<file path="src/rtl/mc_controller.sv">
// Multi-cycle RV32I main controller: sequences ALU, memory and immediate select per instruction,
// with a bounded memory-wait timer and sticky traps for illegal opcodes and bus timeouts.
//
// state       | meaning
// ------------+-------------------------------------------------------------
// S_FETCH     | read instruction at PC, PC+4 -> PC, load IR/oldPC on ready
// S_DECODE    | decode op, precompute branch/jal target into ALUOut
// S_MEM_ADDR  | rs1 + imm -> ALUOut (load/store address)
// S_MEM_READ  | load access at ALUOut, wait for mem_ready
// S_MEM_WB    | memory data -> rd
// S_MEM_WRITE | store access at ALUOut, wait for mem_ready
// S_EXEC_R    | rs1 op rs2
// S_EXEC_I    | rs1 op imm
// S_LUI       | 0 + U-imm
// S_ALU_WB    | ALUOut -> rd
// S_BRANCH    | compare rs1/rs2, conditionally load PC from ALUOut
// S_JAL       | PC <- target, oldPC+4 into ALUOut for link
// S_TRAP      | halted after illegal opcode or bus timeout, until reset

module mc_controller #(
   parameter int WAIT_LIMIT = 255,
   parameter int CNT_W      = 8
) (
   input  logic       clk,
   input  logic       rst_n,
   input  logic [6:0] op,
   input  logic [2:0] funct3,
   input  logic       zero,
   input  logic       mem_ready,
   output logic       mem_req,
   output logic       mem_write,
   output logic       adr_src,
   output logic       ir_write,
   output logic       pc_write,
   output logic       reg_write,
   output logic [2:0] imm_sel,
   output logic [1:0] alu_src_a,
   output logic [1:0] alu_src_b,
   output logic [1:0] alu_op,
   output logic [1:0] result_src,
   output logic       illegal,
   output logic       bus_err
);

   typedef enum logic [3:0] {
      S_FETCH, S_DECODE, S_MEM_ADDR, S_MEM_READ, S_MEM_WB, S_MEM_WRITE,
      S_EXEC_R, S_EXEC_I, S_LUI, S_ALU_WB, S_BRANCH, S_JAL, S_TRAP
   } state_t;

   localparam logic [6:0] OP_LW   = 7'b0000011;
   localparam logic [6:0] OP_SW   = 7'b0100011;
   localparam logic [6:0] OP_R    = 7'b0110011;
   localparam logic [6:0] OP_I    = 7'b0010011;
   localparam logic [6:0] OP_BR   = 7'b1100011;
   localparam logic [6:0] OP_JAL  = 7'b1101111;
   localparam logic [6:0] OP_LUI  = 7'b0110111;
   localparam logic [CNT_W-1:0] LIMIT = CNT_W'(WAIT_LIMIT);

   state_t           state_q, state_d;
   logic [CNT_W-1:0] cnt_q;
   logic             illegal_q, bus_err_q;
   logic             set_illegal, set_bus_err;
   logic             mem_wait, timeout;

   logic       mem_req_s, mem_write_s, adr_src_s, ir_write_s, pc_write_s, reg_write_s;
   logic [2:0] imm_sel_s;
   logic [1:0] alu_src_a_s, alu_src_b_s, alu_op_s, result_src_s;

   assign mem_wait = (state_q == S_FETCH) || (state_q == S_MEM_READ) || (state_q == S_MEM_WRITE);
   assign timeout  = mem_wait && !mem_ready && (cnt_q == LIMIT);

   always_ff @(posedge clk or negedge rst_n) begin
      if (!rst_n) begin
         state_q   <= S_FETCH;
         cnt_q     <= '0;
         illegal_q <= 1'b0;
         bus_err_q <= 1'b0;
      end else begin
         state_q   <= state_d;
         // non-wait states hold the counter at zero, so entry into a wait state starts from 0
         cnt_q     <= (mem_wait && !mem_ready && !timeout) ? cnt_q + 1'b1 : '0;
         illegal_q <= illegal_q | set_illegal;
         bus_err_q <= bus_err_q | set_bus_err;
      end
   end

   always_comb begin
      state_d      = state_q;
      set_illegal  = 1'b0;
      set_bus_err  = 1'b0;
      mem_req_s    = 1'b0;
      mem_write_s  = 1'b0;
      adr_src_s    = 1'b0;
      ir_write_s   = 1'b0;
      pc_write_s   = 1'b0;
      reg_write_s  = 1'b0;
      imm_sel_s    = 3'd0;
      alu_src_a_s  = 2'b00;
      alu_src_b_s  = 2'b00;
      alu_op_s     = 2'b00;
      result_src_s = 2'b00;
      case (state_q)
         S_FETCH: begin
            mem_req_s    = 1'b1;
            alu_src_b_s  = 2'b10;
            result_src_s = 2'b10;
            if (mem_ready) begin
               ir_write_s = 1'b1;
               pc_write_s = 1'b1;
               state_d    = S_DECODE;
            end else if (timeout) begin
               set_bus_err = 1'b1;
               state_d     = S_TRAP;
            end
         end
         S_DECODE: begin
            alu_src_a_s = 2'b01;
            alu_src_b_s = 2'b01;
            imm_sel_s   = (op == OP_JAL) ? 3'd4 : 3'd2;
            case (op)
               OP_LW, OP_SW: state_d = S_MEM_ADDR;
               OP_R:         state_d = S_EXEC_R;
               OP_I:         state_d = S_EXEC_I;
               OP_BR:        state_d = S_BRANCH;
               OP_JAL:       state_d = S_JAL;
               OP_LUI:       state_d = S_LUI;
               default: begin
                  set_illegal = 1'b1;
                  state_d     = S_TRAP;
               end
            endcase
         end
         S_MEM_ADDR: begin
            alu_src_a_s = 2'b10;
            alu_src_b_s = 2'b01;
            imm_sel_s   = (op == OP_SW) ? 3'd1 : 3'd0;
            state_d     = (op == OP_SW) ? S_MEM_WRITE : S_MEM_READ;
         end
         S_MEM_READ: begin
            mem_req_s = 1'b1;
            adr_src_s = 1'b1;
            if (mem_ready) begin
               state_d = S_MEM_WB;
            end else if (timeout) begin
               set_bus_err = 1'b1;
               state_d     = S_TRAP;
            end
         end
         S_MEM_WB: begin
            result_src_s = 2'b01;
            reg_write_s  = 1'b1;
            state_d      = S_FETCH;
         end
         S_MEM_WRITE: begin
            mem_req_s   = 1'b1;
            mem_write_s = 1'b1;
            adr_src_s   = 1'b1;
            if (mem_ready) begin
               state_d = S_FETCH;
            end else if (timeout) begin
               set_bus_err = 1'b1;
               state_d     = S_TRAP;
            end
         end
         S_EXEC_R: begin
            alu_src_a_s = 2'b10;
            alu_op_s    = 2'b10;
            state_d     = S_ALU_WB;
         end
         S_EXEC_I: begin
            alu_src_a_s = 2'b10;
            alu_src_b_s = 2'b01;
            alu_op_s    = 2'b10;
            state_d     = S_ALU_WB;
         end
         S_LUI: begin
            alu_src_a_s = 2'b11;
            alu_src_b_s = 2'b01;
            imm_sel_s   = 3'd3;
            state_d     = S_ALU_WB;
         end
         S_ALU_WB: begin
            reg_write_s = 1'b1;
            state_d     = S_FETCH;
         end
         S_BRANCH: begin
            alu_src_a_s = 2'b10;
            alu_op_s    = 2'b01;
            state_d     = S_FETCH;
            case (funct3)
               3'b000:  pc_write_s = zero;
               3'b001:  pc_write_s = ~zero;
               default: begin
                  set_illegal = 1'b1;
                  state_d     = S_TRAP;
               end
            endcase
         end
         S_JAL: begin
            alu_src_a_s = 2'b01;
            alu_src_b_s = 2'b10;
            pc_write_s  = 1'b1;
            state_d     = S_ALU_WB;
         end
         S_TRAP:  state_d = S_TRAP;
         default: state_d = S_FETCH;
      endcase
   end

   // reset forces every control output low at once, even though the state register sits in FETCH
   assign mem_req    = rst_n & mem_req_s;
   assign mem_write  = rst_n & mem_write_s;
   assign adr_src    = rst_n & adr_src_s;
   assign ir_write   = rst_n & ir_write_s;
   assign pc_write   = rst_n & pc_write_s;
   assign reg_write  = rst_n & reg_write_s;
   assign imm_sel    = {3{rst_n}} & imm_sel_s;
   assign alu_src_a  = {2{rst_n}} & alu_src_a_s;
   assign alu_src_b  = {2{rst_n}} & alu_src_b_s;
   assign alu_op     = {2{rst_n}} & alu_op_s;
   assign result_src = {2{rst_n}} & result_src_s;
   assign illegal    = illegal_q;
   assign bus_err    = bus_err_q;

endmodule

</file>
<file path="config.mk">
export PLATFORM = sky130hd
export DESIGN_NAME = mc_controller
export DESIGN_NICKNAME = d
export VERILOG_FILES = /design/src/rtl/mc_controller.sv
export SDC_FILE = /design/constraint.sdc
export NUM_CORES = 1
export LEC_CHECK = 0
export BUFFER_PORTS_ARGS = -buffer_cell sky130_fd_sc_hd__buf_4
export CORE_ASPECT_RATIO = 1.2
export CORE_MARGIN = 10
export CORE_UTILIZATION = 39
export CTS_BUF_LIST = sky130_fd_sc_hd__clkbuf_2
export DETAILED_ROUTE_END_ITERATION = 8
export GPL_TIMING_DRIVEN = 0
export SETUP_SLACK_MARGIN = 0.3
export SYNTH_ARGS = -nofsm -noshare
export SYNTH_HDL_FRONTEND = slang
export SYNTH_SLANG_ARGS = --single-unit
</file>
<file path="constraint.sdc">
create_clock -name clk -period 1.5 [get_ports clk]
set_clock_uncertainty 0.15 [all_clocks]
set_input_delay 0.15 -clock clk [delete_from_list [all_inputs] [get_ports clk]]
set_output_delay 0.15 -clock clk [all_outputs]
set_load 0.005 [all_outputs]
</file>
# Word level (Yosys, flattened, before mapping)
# Cells that the tools add are included.
dict set report totals {
  word_cells 91
  in_bits 14
  regBits 14
  out_inout_bits 19
}
dict set report classes {
  eq_ne 21
  reduce_logical 21
  n_mux 30
  add_sub_neg 1
  n_bitwise 14
}
# cell n
set ops {}
lappend ops {{$pmux W4 S8} 1}
lappend ops {{$pmux W4 S6} 1}
lappend ops {{$eq A7 B6 Y1 const B} 3}
lappend ops {{$eq A4 B4 Y1 const B} 5}
lappend ops {{$mux W4} 5}
lappend ops {{$eq A4 B3 Y1 const B} 4}
lappend ops {{$eq A7 B7 Y1 const B} 2}
lappend ops {{$reduce_or A2 Y1} 7}
lappend ops {{$mux W1} 12}
lappend ops {{$pmux W2 S2} 3}
lappend ops {{$reduce_or A4 Y1} 3}
lappend ops {{$pmux W3 S3} 1}
lappend ops {{$add A8 B1 Y8 const B} 1}
lappend ops {{$and A2 B2 Y2} 4}
lappend ops {{$eq A4 B2 Y1 const B} 2}
lappend ops {{$eq A8 B8 Y1 const B} 1}
lappend ops {{$mux W8} 1}
lappend ops {{$eq A7 B2 Y1 const B} 1}
lappend ops {{$eq A7 B5 Y1 const B} 1}
lappend ops {{$reduce_or A7 Y1} 1}
lappend ops {{$and A1 B1 Y1} 6}
lappend ops {{$mux W3} 2}
lappend ops {{$pmux W2 S3} 1}
lappend ops {{$eq A4 B1 Y1 const B} 1}
lappend ops {{12 further kinds} 18}

# Depth between registers and ports, before layout
dict set report logic_depth {
  ltp_word 9
  ltp_mapped 6
  mapped_depth_nobuf 5
}

# Least setup slack after synthesis
# OpenSTA, ideal clock, no wires.
dict set report synth_timing {
  kind {flip-flop to flip-flop}
  start {reg cnt_q[0]}
  end {reg cnt_q[1]}
  required_time_ns 1.230
  synth_period_minus_slack_ns 1.600
  path_stages_with_launch 5
  arrival_time_ns 1.330
  slack_ns -0.100
  cell_sequence {dfrtp_1 > ha_1 > nand3_1 > or3_1 > and3_1}
}
dict set report synth_between {
  elab_chain_cells 5
  elab_cells_between_ends 6
  cone_classes {add/sub (1); eq/ne (1); mux (1); reduce/logical (3)}
}
# element line_no
set synth_rtl {}
lappend synth_rtl {{start: declaration} 60} ;# logic [CNT_W-1:0] cnt_q;
lappend synth_rtl {{start signal: assignment} 81} ;# cnt_q <= (mem_wait && !mem_ready && !timeout) ? cnt_q + 1'b1 : '0;
lappend synth_rtl {{parallel branches: the longest is 4 deep, another holds $add A8 B1 Y8} -}
lappend synth_rtl {{$mux W8 (*)} 81}
# Mark *: on every way between the ends.

# Worst setup path after layout
dict set report layout_timing {
  start {reg state_q[2]}
  end {out alu_src_b[0]}
}
dict set report layout_between {
  elab_chain_cells 4
  elab_cells_between_ends 10
  cone_classes {eq/ne (5); mux (1); bitwise (1); reduce/logical (3)}
}
# element line_no
set layout_rtl {}
lappend layout_rtl {{start: declaration} 59} ;# state_t state_q, state_d;
lappend layout_rtl {{start signal: assignment} 79} ;# state_q <= state_d;
lappend layout_rtl {{$eq A4 B1 Y1 (tied with other cells)} 102} ;# case (state_q)
lappend layout_rtl {{$reduce_or A4 Y1 (no line) or $reduce_or A2 Y1 (tied branches)} -}
lappend layout_rtl {{$pmux W2 S2 (*)} 102}
lappend layout_rtl {{$and A2 B2 Y2 (*)} 219} ;# assign alu_src_b = {2{rst_n}} & alu_src_b_s;
lappend layout_rtl {{end: declaration} 38} ;# output logic [1:0] alu_src_b,
# Every way passes the cells marked *; elsewhere a longest branch is shown, timed or not.

==> results.json <==
{
  "status": "complete, but fails checks",
  "violations": "setup timing",
  "vias_per_cell": 5.70,
  "portBuffers": 32,
  "overflow": 0,
  "crit_arrival_ns": 1.66,
  "clock.fmax_mhz": 511,
  "relSlewSlack_pct": 58.6,
  "drive_gt1_share_pct": 54.6,
  "grt_pass1_vias": 1513,
  "seqPwrFrac_pct": 16.7,
  "clock_latency_ns": 0.28,
  "synth-seq-cells": 14,
  "coreArea_um2": 3140,
  "ys.warnings.count": 0,
  "clock-root-buffer": "clkbuf_2",
  "worst_pin_slew_ns": 0.619,
  "syn_area_um2": 1310,
  "dieHeight_um": 83.4,
  "ir_worst_vdd_uv": 923,
  "setup_violations": 31,
  "post-route-min-period_ns": 1.96,
  "cts_sinks": 14,
  "synth-seq-area-share_pct": 26.8,
  "cap_violations": 0,
  "start_util_pct": 41.7,
  "fin_nets": 243,
  "p_per_area_nw_per_um2": 1380,
  "pwr-share-clk_pct": 5.9,
  "drt_iter0_drc": 103,
  "pin_count": 33,
  "n_antenna_cell": 0,
  "crit_fanout": 5,
  "post-place-ws_ns": -0.204,
  "gp_congestion": 0.787,
  "cts_buffers": 3,
  "p_leak_uw": 0.000909,
  "cts_buffer_depth": 2,
  "wl_per_cell_um": 17.2,
  "netlist_instances": 157,
  "timing.final.crit_share_pct": 131,
  "synth_nets": 172,
  "grt_pass1_wl_um": 7080,
  "hold_violations": 0,
  "cts.htree.levels": 1,
  "sw_frac_of_total_pct": 40.1,
  "yosys-top-cells-area": "dfrtp_1, nor2_1, nand2_1",
  "synth_edf_count": 0,
  "syn_to_final_growth_pct": 68.8,
  "hp-class": "input pin to flip-flop",
  "rows": 22,
  "yosysTopAreaCell": "dfrtp_1",
  "grt_max_degree": 15,
  "worstPathRequired_ns": 1.20,
  "start_kind": "flip-flop",
  "endpoint_kind": "primary output",
  "drtPass1Iterations": 4,
  "vias": 1498,
  "pwr-share-comb_pct": 77.4,
  "fin_ws_ns": -0.459,
  "p_sw_uw": 1220,
  "yosysTopAreaCellShare_pct": 26.8,
  "antenna_found_initial": 0,
  "routed_wl_um": 4520,
  "crit_type": "flip-flop to primary output",
  "drc": 0,
  "postLayoutCoreUtil_pct": 70.3,
  "dieArea_um2": 6080,
  "ant_nets": 0,
  "slew_viol_final": 0,
  "cts_tree": "built",
  "synth-main-ff-cell": "dfrtp_1",
  "clk_pin_slew_ns": 0.13,
  "dpl.hpwl_um": 2840,
  "power.internal_uw": 1830,
  "ys_types": 56,
  "grtUsageTotal_pct": 13.5,
  "rsz0062_at_grt": "yes",
  "async_reset_ff_share_pct": 100,
  "dieWidth_um": 72.9,
  "synth.avg_cell_area_um2": 8.33
}
Yosys cell counts (2+ instances only):
cell      number
and3_1         3
a211oi_1       3
buf_4          3
nor4_1         2
nand2b_1       8
a21oi_1        8
xnor2_1        4
nand3b_1       3
o211ai_1       3
nor3b_1        5
nand2_1       14
nor2b_1        5
nand3_1        6
and2_1         2
or3_1          4
o21ai_0        6
nor2_1        17
dfrtp_1       14
buf_2          5
a21o_1         2
xor2_1         2
nor3_1         4
area by class of cell:
type,instances,area (um^2)
Fill cell,235,931
Clock buffer,3,15.0
Clock inverter,1,3.75
Multi-Input combinational cell,133,1140
Inverter,1,3.75
Timing Repair Buffer,66,539
Sequential cell,14,354
Buffer,9,101
Tap cell,36,45.0
placed cells by master, fill, tap and decap left out, types with 2 or more instances in the layout:
| cell | count |
|---|---|
| nand3_1 | 5 |
| dfrtp_2 | 3 |
| nor3b_2 | 4 |
| nor2b_4 | 3 |
| or3_1 | 3 |
| or3_4 | 2 |
| a211oi_2 | 3 |
| and3_1 | 2 |
| nand2_1 | 13 |
| buf_8 | 2 |
| nand2b_4 | 2 |
| nand3b_1 | 3 |
| nand2b_1 | 6 |
| nor3_2 | 3 |
| xnor2_1 | 4 |
| nor2_4 | 4 |
| nor2_1 | 9 |
| buf_6 | 17 |
| nor2_2 | 4 |
| a21o_1 | 2 |
| a21oi_1 | 7 |
| nor4_4 | 2 |
| buf_4 | 54 |
| clkbuf_2 | 3 |
| nor2b_1 | 2 |
| dfrtp_1 | 11 |
| o211ai_1 | 3 |
| o21ai_0 | 5 |
| o21ai_1 | 2 |
| xor2_1 | 2 |
metal layers:
layer | global-route usage [%] | part of all wire, %
met1 | 17.0 | 44
met2 | 22.9 | 51
met3 | 2.50 | 5.0
met4 | 2.93 | 0
met5 | 0 | 0
repair_timing:
item | in CTS | in global routing
setup buffers | 22 | 11
endpoints found under the setup margin | 31 | 31
gates resized for setup | 38 | 16
endpoints found under the hold margin | 14 | 0
hold buffers | 1 | 0
pin swaps | 22 | 12
cell families after synthesis:
family / count (synthesis) / share of synthesized area, %
AOI/OAI and AO/OA: 38 / 21.7
buffers and inverters: 10 / 4.21
and+or+nand+nor: 86 / 40.2
adders and majority gates: 1 / 0.957
xor gates and xnor gates: 7 / 5.26
muxes: 1 / 0.861
DFF: 14 / 26.8
power groups by stage:
stage,logic (uW),registers [uW],clock network (uW)
after CTS,1990,497,183
after floorplan,989,502,0
after detailed placement,1380,517,0
after global placement,1380,518,0
final,2360,511,180
after global routing,2530,516,199
registers in the layout, indices dropped and copies added, names as in the netlist:
name / count
bus_err: 1
cnt_q: 8
illegal: 1
state_q: 4
through the flow:
step	instances	TNS [ns]	hold WS, ns	power [uW]	area [um^2]
global route	263	-12.38	0.00673	3250	2210
floorplan	157	-0.0485	-0.296	1490	1400
detailed placement	225	-2.70	-0.139	1890	1680
global placement	225	-2.40	-0.142	1890	1680
finish	263	-10.29	0.0122	3050	2210
CTS	252	-7.64	0.00478	2670	2040
critical path, cell delays in order (launching register included):
cell and delay (ns):
dfrtp_2 0.45, buf_6 0.14, buf_6 0.11, nor2b_4 0.16, and2_4 0.17, o21ba_4 0.13
o21a_1 0.12, buf_6 0.10
worst paths after layout:
check	from	endpoint	slack, ns	depth (start not counted)
min in group asynchronous	rst_n	cnt_q[4]	0.26	2
worst max-delay path	state_q[2]	alu_src_b[0]	-0.46	7
max in group asynchronous	rst_n	state_q[1]	0.50	2
worst min-delay path	op[3]	illegal	0.01	3
worst max register to register	state_q[3]	cnt_q[3]	-0.37	7
worst min register to register	bus_err	bus_err	0.32	1
No activity file was read; power rests on OpenSTA's default activity.
